$ cat config.mk
export PLATFORM = sky130hd
export DESIGN_NAME = cache_sa
export DESIGN_NICKNAME = d
export VERILOG_FILES = /design/src/rtl/cache_sa.sv
export SDC_FILE = /design/constraint.sdc
export NUM_CORES = 2
export LEC_CHECK = 0
export ABC_AREA = 1
export CORE_ASPECT_RATIO = 1.25
export CORE_MARGIN = 3
export CORE_UTILIZATION = 25
export DETAILED_ROUTE_END_ITERATION = 12
export HOLD_SLACK_MARGIN = 0.02
export SLEW_MARGIN = 5
export SYNTH_ARGS = -nofsm -noshare
export SYNTH_HDL_FRONTEND = slang
export SYNTH_SLANG_ARGS = --single-unit
$ cat constraint.sdc
create_clock -name clk -period 45.3 [get_ports clk]
set_input_delay 9.06 -clock clk [delete_from_list [all_inputs] [get_ports clk]]
set_output_delay 9.06 -clock clk [all_outputs]
set_load 0.1 [all_outputs]
$ cat src/rtl/cache_sa.sv
// cache_sa: set-associative, write-through, one-word-line cache between the core load/store port
// and a multi-cycle data RAM using a req/ack handshake. Replacement fills the lowest invalid way,
// otherwise the way named by a per-set round-robin pointer.
// Optional build macro CACHE_STATS_EN adds saturating read hit/miss counters.
module cache_sa #(
  parameter int unsigned DATA_WIDTH = 32,
  parameter int unsigned SET_SIZE   = 3,
  parameter int unsigned WAYS       = 2
) (
  input  logic                  clk,
  input  logic                  rst_i,
  input  logic                  req_i,
  input  logic                  we_i,
  input  logic [DATA_WIDTH-1:0] addr_i,
  input  logic [DATA_WIDTH-1:0] wdata_i,
  input  logic                  flush_i,
  output logic [DATA_WIDTH-1:0] rdata_o,
  output logic                  ready_o,
  output logic                  mem_req_o,
  output logic                  mem_we_o,
  output logic [DATA_WIDTH-1:0] mem_addr_o,
  output logic [DATA_WIDTH-1:0] mem_wdata_o,
  input  logic [DATA_WIDTH-1:0] mem_rdata_i,
`ifdef CACHE_STATS_EN
  output logic [31:0]           hit_count_o,
  output logic [31:0]           miss_count_o,
`endif
  input  logic                  mem_ack_i
);

  localparam int unsigned Sets = 1 << SET_SIZE;
  localparam int unsigned TagW = DATA_WIDTH - SET_SIZE - 2;
  localparam int unsigned WayW = (WAYS > 1) ? $clog2(WAYS) : 1;

  typedef enum logic [1:0] {StIdle, StMemRd, StMemWr, StResp} state_e;

  state_e                state_q, state_d;
  logic [WAYS-1:0]       valid_q [Sets];
  logic [WAYS-1:0]       valid_d [Sets];
  logic [TagW-1:0]       tag_q   [Sets][WAYS];
  logic [TagW-1:0]       tag_d   [Sets][WAYS];
  logic [DATA_WIDTH-1:0] data_q  [Sets][WAYS];
  logic [DATA_WIDTH-1:0] data_d  [Sets][WAYS];
  logic [WayW-1:0]       ptr_q   [Sets];
  logic [WayW-1:0]       ptr_d   [Sets];

  logic [DATA_WIDTH-1:0] addr_q, addr_d, wdata_q, wdata_d, rdata_q, rdata_d;
  logic [WayW-1:0]       way_q, way_d;
  logic                  hit_q, hit_d;
  logic                  mem_req_q, mem_req_d, mem_we_q, mem_we_d;

  logic [SET_SIZE-1:0]   idx, lat_idx;
  logic [TagW-1:0]       tag, lat_tag;
  logic                  hit;
  logic [WayW-1:0]       hit_way, victim;
  logic [DATA_WIDTH-1:0] hit_data;
  logic                  acc_rd;

  assign idx     = addr_i[SET_SIZE+1:2];
  assign tag     = addr_i[DATA_WIDTH-1:SET_SIZE+2];
  assign lat_idx = addr_q[SET_SIZE+1:2];
  assign lat_tag = addr_q[DATA_WIDTH-1:SET_SIZE+2];
  assign acc_rd  = (state_q == StIdle) && !flush_i && req_i && !we_i;

  // Round-robin pointer step; a single way always points at way 0.
  function automatic logic [WayW-1:0] next_ptr(input logic [WayW-1:0] p);
    if (WAYS == 1) return '0;
    return p + 1'b1;
  endfunction

  // Tag lookup in the indexed set and victim choice (lowest invalid way wins over the pointer).
  always_comb begin
    hit      = 1'b0;
    hit_way  = '0;
    hit_data = '0;
    victim   = ptr_q[idx];
    for (int w = 0; w < int'(WAYS); w++) begin
      if (valid_q[idx][w] && (tag_q[idx][w] == tag)) begin
        hit      = 1'b1;
        hit_way  = WayW'(w);
        hit_data = data_q[idx][w];
      end
    end
    for (int w = int'(WAYS) - 1; w >= 0; w--) begin
      if (!valid_q[idx][w]) victim = WayW'(w);
    end
  end

  // Miss/write state machine, line updates and core-side response.
  always_comb begin
    state_d   = state_q;
    valid_d   = valid_q;
    tag_d     = tag_q;
    data_d    = data_q;
    ptr_d     = ptr_q;
    addr_d    = addr_q;
    wdata_d   = wdata_q;
    rdata_d   = rdata_q;
    way_d     = way_q;
    hit_d     = hit_q;
    mem_req_d = mem_req_q;
    mem_we_d  = mem_we_q;
    ready_o   = 1'b0;
    rdata_o   = '0;
    unique case (state_q)
      StIdle: begin
        if (flush_i) begin
          for (int s = 0; s < int'(Sets); s++) begin
            valid_d[s] = '0;
            ptr_d[s]   = '0;
          end
        end else if (req_i && !we_i && hit) begin
          ready_o = 1'b1;
          rdata_o = hit_data;
        end else if (req_i) begin
          addr_d    = addr_i;
          wdata_d   = wdata_i;
          hit_d     = we_i && hit;
          way_d     = (we_i && hit) ? hit_way : victim;
          mem_req_d = 1'b1;
          mem_we_d  = we_i;
          state_d   = we_i ? StMemWr : StMemRd;
        end
      end
      StMemRd: begin
        if (mem_ack_i) begin
          valid_d[lat_idx][way_q] = 1'b1;
          tag_d[lat_idx][way_q]   = lat_tag;
          data_d[lat_idx][way_q]  = mem_rdata_i;
          ptr_d[lat_idx]          = next_ptr(ptr_q[lat_idx]);
          rdata_d                 = mem_rdata_i;
          mem_req_d               = 1'b0;
          state_d                 = StResp;
        end
      end
      StMemWr: begin
        if (mem_ack_i) begin
          data_d[lat_idx][way_q] = wdata_q;
          // Write miss allocates the victim; a write hit only refreshes the data word.
          if (!hit_q) begin
            valid_d[lat_idx][way_q] = 1'b1;
            tag_d[lat_idx][way_q]   = lat_tag;
            ptr_d[lat_idx]          = next_ptr(ptr_q[lat_idx]);
          end
          rdata_d   = wdata_q;
          mem_req_d = 1'b0;
          mem_we_d  = 1'b0;
          state_d   = StResp;
        end
      end
      StResp: begin
        ready_o = 1'b1;
        rdata_o = rdata_q;
        state_d = StIdle;
      end
      default: state_d = StIdle;
    endcase
  end

  assign mem_req_o   = mem_req_q;
  assign mem_we_o    = mem_we_q;
  assign mem_addr_o  = mem_req_q ? addr_q : '0;
  assign mem_wdata_o = mem_we_q ? wdata_q : '0;

  // State, line arrays and latched transaction registers.
  always_ff @(posedge clk or posedge rst_i) begin
    if (rst_i) begin
      state_q   <= StIdle;
      addr_q    <= '0;
      wdata_q   <= '0;
      rdata_q   <= '0;
      way_q     <= '0;
      hit_q     <= 1'b0;
      mem_req_q <= 1'b0;
      mem_we_q  <= 1'b0;
      for (int s = 0; s < int'(Sets); s++) begin
        valid_q[s] <= '0;
        ptr_q[s]   <= '0;
        for (int w = 0; w < int'(WAYS); w++) begin
          tag_q[s][w]  <= '0;
          data_q[s][w] <= '0;
        end
      end
    end else begin
      state_q   <= state_d;
      addr_q    <= addr_d;
      wdata_q   <= wdata_d;
      rdata_q   <= rdata_d;
      way_q     <= way_d;
      hit_q     <= hit_d;
      mem_req_q <= mem_req_d;
      mem_we_q  <= mem_we_d;
      valid_q   <= valid_d;
      tag_q     <= tag_d;
      data_q    <= data_d;
      ptr_q     <= ptr_d;
    end
  end

`ifdef CACHE_STATS_EN
  logic [31:0] hit_cnt_q, hit_cnt_d, miss_cnt_q, miss_cnt_d;

  // Saturating counters of accepted reads; writes and flushes leave them alone.
  always_comb begin
    hit_cnt_d  = hit_cnt_q;
    miss_cnt_d = miss_cnt_q;
    if (acc_rd && hit && (hit_cnt_q != '1))    hit_cnt_d  = hit_cnt_q + 32'd1;
    if (acc_rd && !hit && (miss_cnt_q != '1))  miss_cnt_d = miss_cnt_q + 32'd1;
  end

  // Counter registers.
  always_ff @(posedge clk or posedge rst_i) begin
    if (rst_i) begin
      hit_cnt_q  <= '0;
      miss_cnt_q <= '0;
    end else begin
      hit_cnt_q  <= hit_cnt_d;
      miss_cnt_q <= miss_cnt_d;
    end
  end

  assign hit_count_o  = hit_cnt_q;
  assign miss_count_o = miss_cnt_q;
`else
  logic unused_acc_rd;
  assign unused_acc_rd = acc_rd;
`endif

endmodule

# --- Word-level counts from Yosys, hierarchy flattened ---
# Cells that the tools add are included.
totals:
  register_bits: 1070
  latch_bits: 0
  ramBits: 0
  romBits: 0
  in_bits: 102
  out_inout_bits: 99
  wordCells: 189
  memories: 0
classes:
  add_sub_neg: 1
  multipliers: 0
  n_div: 0
  magnitude_cmp: 7
  n_eq_ne: 13
  shifts: 0
  n_mux: 84
  n_bitwise: 6
  n_reduce_logical: 22
ops:
  columns: ["op", "count"]
  rows:
  - ["$mux 432", 3]
  - ["$bwmux 512", 2]
  - ["$mux 512", 2]
  - ["$pmux 512 s2", 1]
  - ["$pmux 432 s2", 1]
  - ["$bwmux 432", 1]
  - ["$mux 32", 9]
  - ["$bmux 64 s3", 1]
  - ["$demux 64 s3", 1]
  - ["$mux 64", 3]
  - ["$bmux 54 s3", 1]
  - ["$demux 54 s3", 1]
  - ["$mux 54", 3]
  - ["$pmux 32 s2", 2]
  - ["$mux 16", 4]
  - ["$eq 27x27->1", 2]
  - ["$pmux 16 s3", 1]
  - ["$demux 32 s1", 1]
  - ["$mux 8", 4]
  - ["$demux 27 s1", 1]
  - ["$mux 27", 1]
  - ["$pmux 8 s3", 1]
  - ["$mux 1", 21]
  - ["$mux 2", 8]
  - ["32 further kinds", 58]

# --- Longest topological paths before layout ---
logic_depth:
  word_depth: 12
  mapped_depth: 23
  ltp_nobuf: 20

# --- Least setup slack after synthesis ---
# OpenSTA, ideal clock, no wires.
synth_path:
  path_type: "input to output"
  from: "input addr_i[2]"
  to: "output ready_o"
  arrival_time_ns: 12.200
  required_ns: 36.240
  path_slack_ns: 24.040
  stages: 16
  path_buffers: 5
  path_cell_list: "buf_6 -> buf_6 -> buf_6 -> buf_6 -> o211ai_1 -> nand3_1 -> nand3_1 -> nand2_1 -> nor2_1 -> nand3_1 -> nor2_1 -> nand2_2 -> nand2_2 -> nand4_2 -> buf_2 -> a21oi_1"
synth_between:
  elab_chain_len: 12
  elab_cells_between_ends: 17
  cone_classes: "2 x eq/ne; 11 x mux; 1 x bitwise; 3 x reduce/logical"
synth_lines:
  columns: ["element", "line_no", "text"]
  rows:
  - ["start: declaration", "14", "input logic [DATA_WIDTH-1:0] addr_i,"]
  - ["$not 3->4 (implied by the code) *", "78", "if (valid_q[idx][w] && (tag_q[idx][w] == tag)) begin"]
  - ["$bmux 54 s3", "78", null]
  - ["$mux 54 (implied by the code) (2 in a row)", "78", null]
  - ["$eq 27x27->1", "78", null]
  - ["$logic_and 1x1->1", "78", null]
  - ["$mux 1", "78", null]
  - ["$mux 1 *", "78", null]
  - ["$logic_and 1x1->1 *", "112", "end else if (req_i && !we_i && hit) begin"]
  - ["$mux 1 *", "112", null]
  - ["$mux 1 *", "107", "if (flush_i) begin"]
  - ["$pmux 1 s2 *", "105", "unique case (state_q)"]
  - ["end: declaration", "18", "output logic ready_o,"]
# Every way passes the cells marked *; elsewhere a longest branch is shown, timed or not. The select of a mux whose other input is x is not followed.

# --- Final worst setup path ---
layout_path:
  from: "input addr_i[3]"
  to: "output rdata_o[23]"
layout_between:
  elab_chain_len: 12
  elab_cells_between_ends: 22
  cone_classes: "2 x eq/ne; 16 x mux; 1 x bitwise; 3 x reduce/logical"
layout_lines:
  columns: ["element", "line_no", "text"]
  rows:
  - ["$not 3->4 (implied by the code) *", "78, 81", null]
  - ["$bmux 54 s3", "78", null]
  - ["$mux 54 (implied by the code) (2 in a row)", "78", null]
  - ["$eq 27x27->1", "78", null]
  - ["$logic_and 1x1->1", "78", null]
  - ["$mux 1 (2 in a row)", "78", null]
  - ["$logic_and 1x1->1", "112", null]
  - ["$mux 32 *", "112", null]
  - ["$mux 32 *", "107", null]
  - ["$pmux 32 s2 *", "105", null]
  - ["end: declaration", "17", "output logic [DATA_WIDTH-1:0] rdata_o,"]
# Marks and branches as above.

==> out/qor.txt <==
remaining global-route overflow: 0
Layout Nets: 6668
worst hold start: rdata_q[14]$_DFFE_PP0P_
Cell Area, Synth: 0.0516 mm²
Setup WS pre-CTS: 20.91 ns
gr usage total: 0.172
io pins: 201
die area: 0.212 mm²
Inserted Clock Buffers: 113
Final Core Density: 0.291
FF-to-FF setup slack: 40.97 ns
Buf/Inv on CP: 5
sequential cell area fraction in the yosys report: 0.519
area delta synth->final: 15.3%
worst-margin pin slew: 1.34 ns
worst min-delay path class: flop to flop
crit-path cells: buf_8 > inv_6 > buf_4 > nand3_1 > nand3_1 > nand2_1 > nand2_1 > nand2_1 > inv_1 > nand2_1 > nor2_1 > nand2_1 > nor2_4 > nand2_1 > nand2_2 > nand4_2 > nor2_1 > nor2_1 > nor2_1 > clkdlybuf4s50_1
async set or reset register ratio after synthesis: 1.00
Peak VDD IR: 0.0531 mV
Port Buffer Count: 200
crit share post-route: 0.541
CTS H-tree lvls: 3
Final Critical Period: 24.53 ns
Crit Reg-Reg Startpoint: tag_q[253]$_DFFE_PP0P_
Worst-path clk slew: 0.06 ns
TNS Setup: 0 ns
clk_lat worst skew: 0.77 ns
root buf cell: clkbuf_16
fmax: 40.8 MHz
Max Cap Viol: 0
share of layout cells above drive strength 1: 0.0455
YS warnings: 0
Net Count, Synth: 6793
final hold vios: 0
Die Wd: 412 µm
CP Max Fanout: 95
final WL: 186000 µm
Sink Count: 1070
router iterations before antenna repair: 6
Hold Buf Count CTS: 0
ys flop type: dfrtp_1
worst setup margin: 20.77 ns
Setup Crit Path Kind: primary input to primary output
cell family with most CP delay: simple AND/OR/NAND/NOR gates
initial antenna violation count: 9
Power Density: 66.4 mW/mm²
CTS tree: done
Post-synth EDFFs: 0
slowest cell on the critical path: clkdlybuf4s50_1
post-DR vias/cell: 4.96
Setup-failing EPs final: 0
Worst Setup End Kind: primary output
Worst Path Required: 36.24 ns
crit path DAT: 15.47 ns
final max-slew violation count: 0
clk_skew: 0.0615 ns
Setup crit start: addr_i[3]
Max Buffers Root-to-Sink: 3
die outline height: 514 µm
Post-CTS Setup Repair Bufs: 0
Netlist cell types: 36
Mapped Avg Cell Area: 7.72 µm²
Initial Util: 0.253
vias in the first global route: 44700
Final Wtd Congestion: 0.836
largest net degree at the start of global routing: 231
hpwl dp: 106000 µm
RSZ-0062 raised after global routing: no
status: completed
LEAKAGE: 27.5 nW
row count: 185
starting DRC count in detailed routing: 5019
via count: 46500
post-synthesis instance total: 6686
Total Power: 3.95 mW
ANT nets after route: 0
first-pass GRT wire length: 283000 µm
Residual DRC: 0
Worst slew margin: 0.105
core area: 0.204 mm²
wire per inst: 19.9 µm
critical path launch point type: primary input
slowest stage delay, CP: 1.14 ns
post-cts resize count: 0
Yosys reg bits: 1070
CP most frequent cell: nand2_1
-- per-layer routing --
metal	global-route usage	part of all wire	routed length [µm]	vias up
li1	-	-	-	21300
met1	0.236	0.43	79300	22700
met5	0	0.00016	30	-
met2	0.266	0.45	83800	2204
met3	0.0339	0.088	16500	319
met4	0.0626	0.036	6800	4
-- power breakdown --
part,internal [mW],switching (mW)
clock,0.567,0.414
sequential,1.40,0.225
combinational,0.377,0.966
-- flip-flops by register name (all words and copies together) (netlist names) --
| register | cells |
|---|---|
| valid_q | 16 |
| tag_q | 432 |
| data_q | 512 |
| state_q | 2 |
| way_q | 1 |
| addr_q | 32 |
| mem_we_o | 1 |
| rdata_q | 32 |
| mem_req_o | 1 |
| ptr_q | 8 |
| wdata_q | 32 |
| hit_q | 1 |
-- worst reg2reg max path, stage by stage (launching register included) --
cell and delay (ns):
dfrtp_1 0.38, nand2_1 0.06, o21ai_0 0.09, nand2_1 0.09, nand3_1 0.15, nand2_1 0.14, nand2_1 0.06, nand2_1 0.13
nand2_1 0.09, nor2_1 0.14, nand2_1 0.17, nor2_4 0.78, nand2_1 0.16, nand2_2 0.15, nand2_1 0.13, nand3_4 0.40
buf_4 0.81, o21ai_0 0.21
-- Yosys cell counts, types with 9 or more instances --
master	n	area share
o21ai_0	1225	0.12
buf_6	15	0.0033
o22ai_1	228	0.028
o21ai_1	50	0.0048
dfrtp_1	1070	0.52
buf_2	94	0.0091
nand2_1	1631	0.12
inv_1	803	0.058
a22oi_1	32	0.0047
nor3_2	9	0.0017
clkbuf_1	368	0.027
nand3_1	360	0.035
o211ai_1	66	0.0096
nor2_1	423	0.031
clkinv_1	13	0.00095
buf_4	18	0.0026
buf_1	18	0.0013
a21oi_1	230	0.022
-- cell type report --
cell class	count	area, µm²
Multi-Input combinational cell	4284	19700
Timing Repair Buffer	273	2620
Inverter	819	3110
Tap cell	2711	3390
Clock buffer	169	3330
Sequential cell	1070	26800
Antenna cell	4	10.0
Fill cell	21800	145000
Clock inverter	39	586
-- worst paths after layout --
path / end / cells after the start
worst max-delay path: rdata_o[23] / 20
worst min-delay path: rdata_q[14]$_DFFE_PP0P_ / 2
worst max register to register: addr_q[8]$_DFFE_PP0P_ / 17
worst min register to register: rdata_q[14]$_DFFE_PP0P_ / 2
max in group asynchronous: data_q[457]$_DFFE_PP0P_ / 6
min in group asynchronous: wdata_q[27]$_DFFE_PP0P_ / 2
-- cells by family after synthesis --
kind of cell | synth area share
adders and majority gates | 0.00121
AOI/OAI and AO/OA | 0.190
buffers and inverters | 0.103
DFF | 0.519
and+or+nand+nor | 0.188
-- placed cells by master, fill, tap and decap left out, types with 5 or more instances in the layout --
cell type	count
nand2_1	1629
o21ai_0	1225
dfrtp_1	1070
inv_1	797
nor2_1	411
nand3_1	358
a21oi_1	230
o22ai_1	228
clkdlybuf4s50_1	197
clkbuf_16	114
buf_4	69
o211ai_1	66
o21ai_1	50
a22oi_1	32
clkbuf_1	28
clkbuf_8	27
clkinv_2	19
nor2_4	14
clkinv_1	10
bufinv_16	10
nor3_4	9
inv_2	7
nor3_1	6
ha_1	5
buf_12	5
-- per-stage QoR --
| stage | hold WS, ns | area (µm²) | std cells |
|---|---|---|---|
| 2_1_floorplan | 0.442 | 51600 | 6686 |
| 3_3_place_gp | 0.455 | 55600 | 9157 |
| 3_5_place_dp | 0.458 | 55600 | 9157 |
| 4_1_cts | 0.474 | 59500 | 9365 |
| 5_1_grt | 0.501 | 59500 | 9365 |
| 6_report | 0.475 | 59600 | 9369 |
No activity file was read; power rests on OpenSTA's default activity.
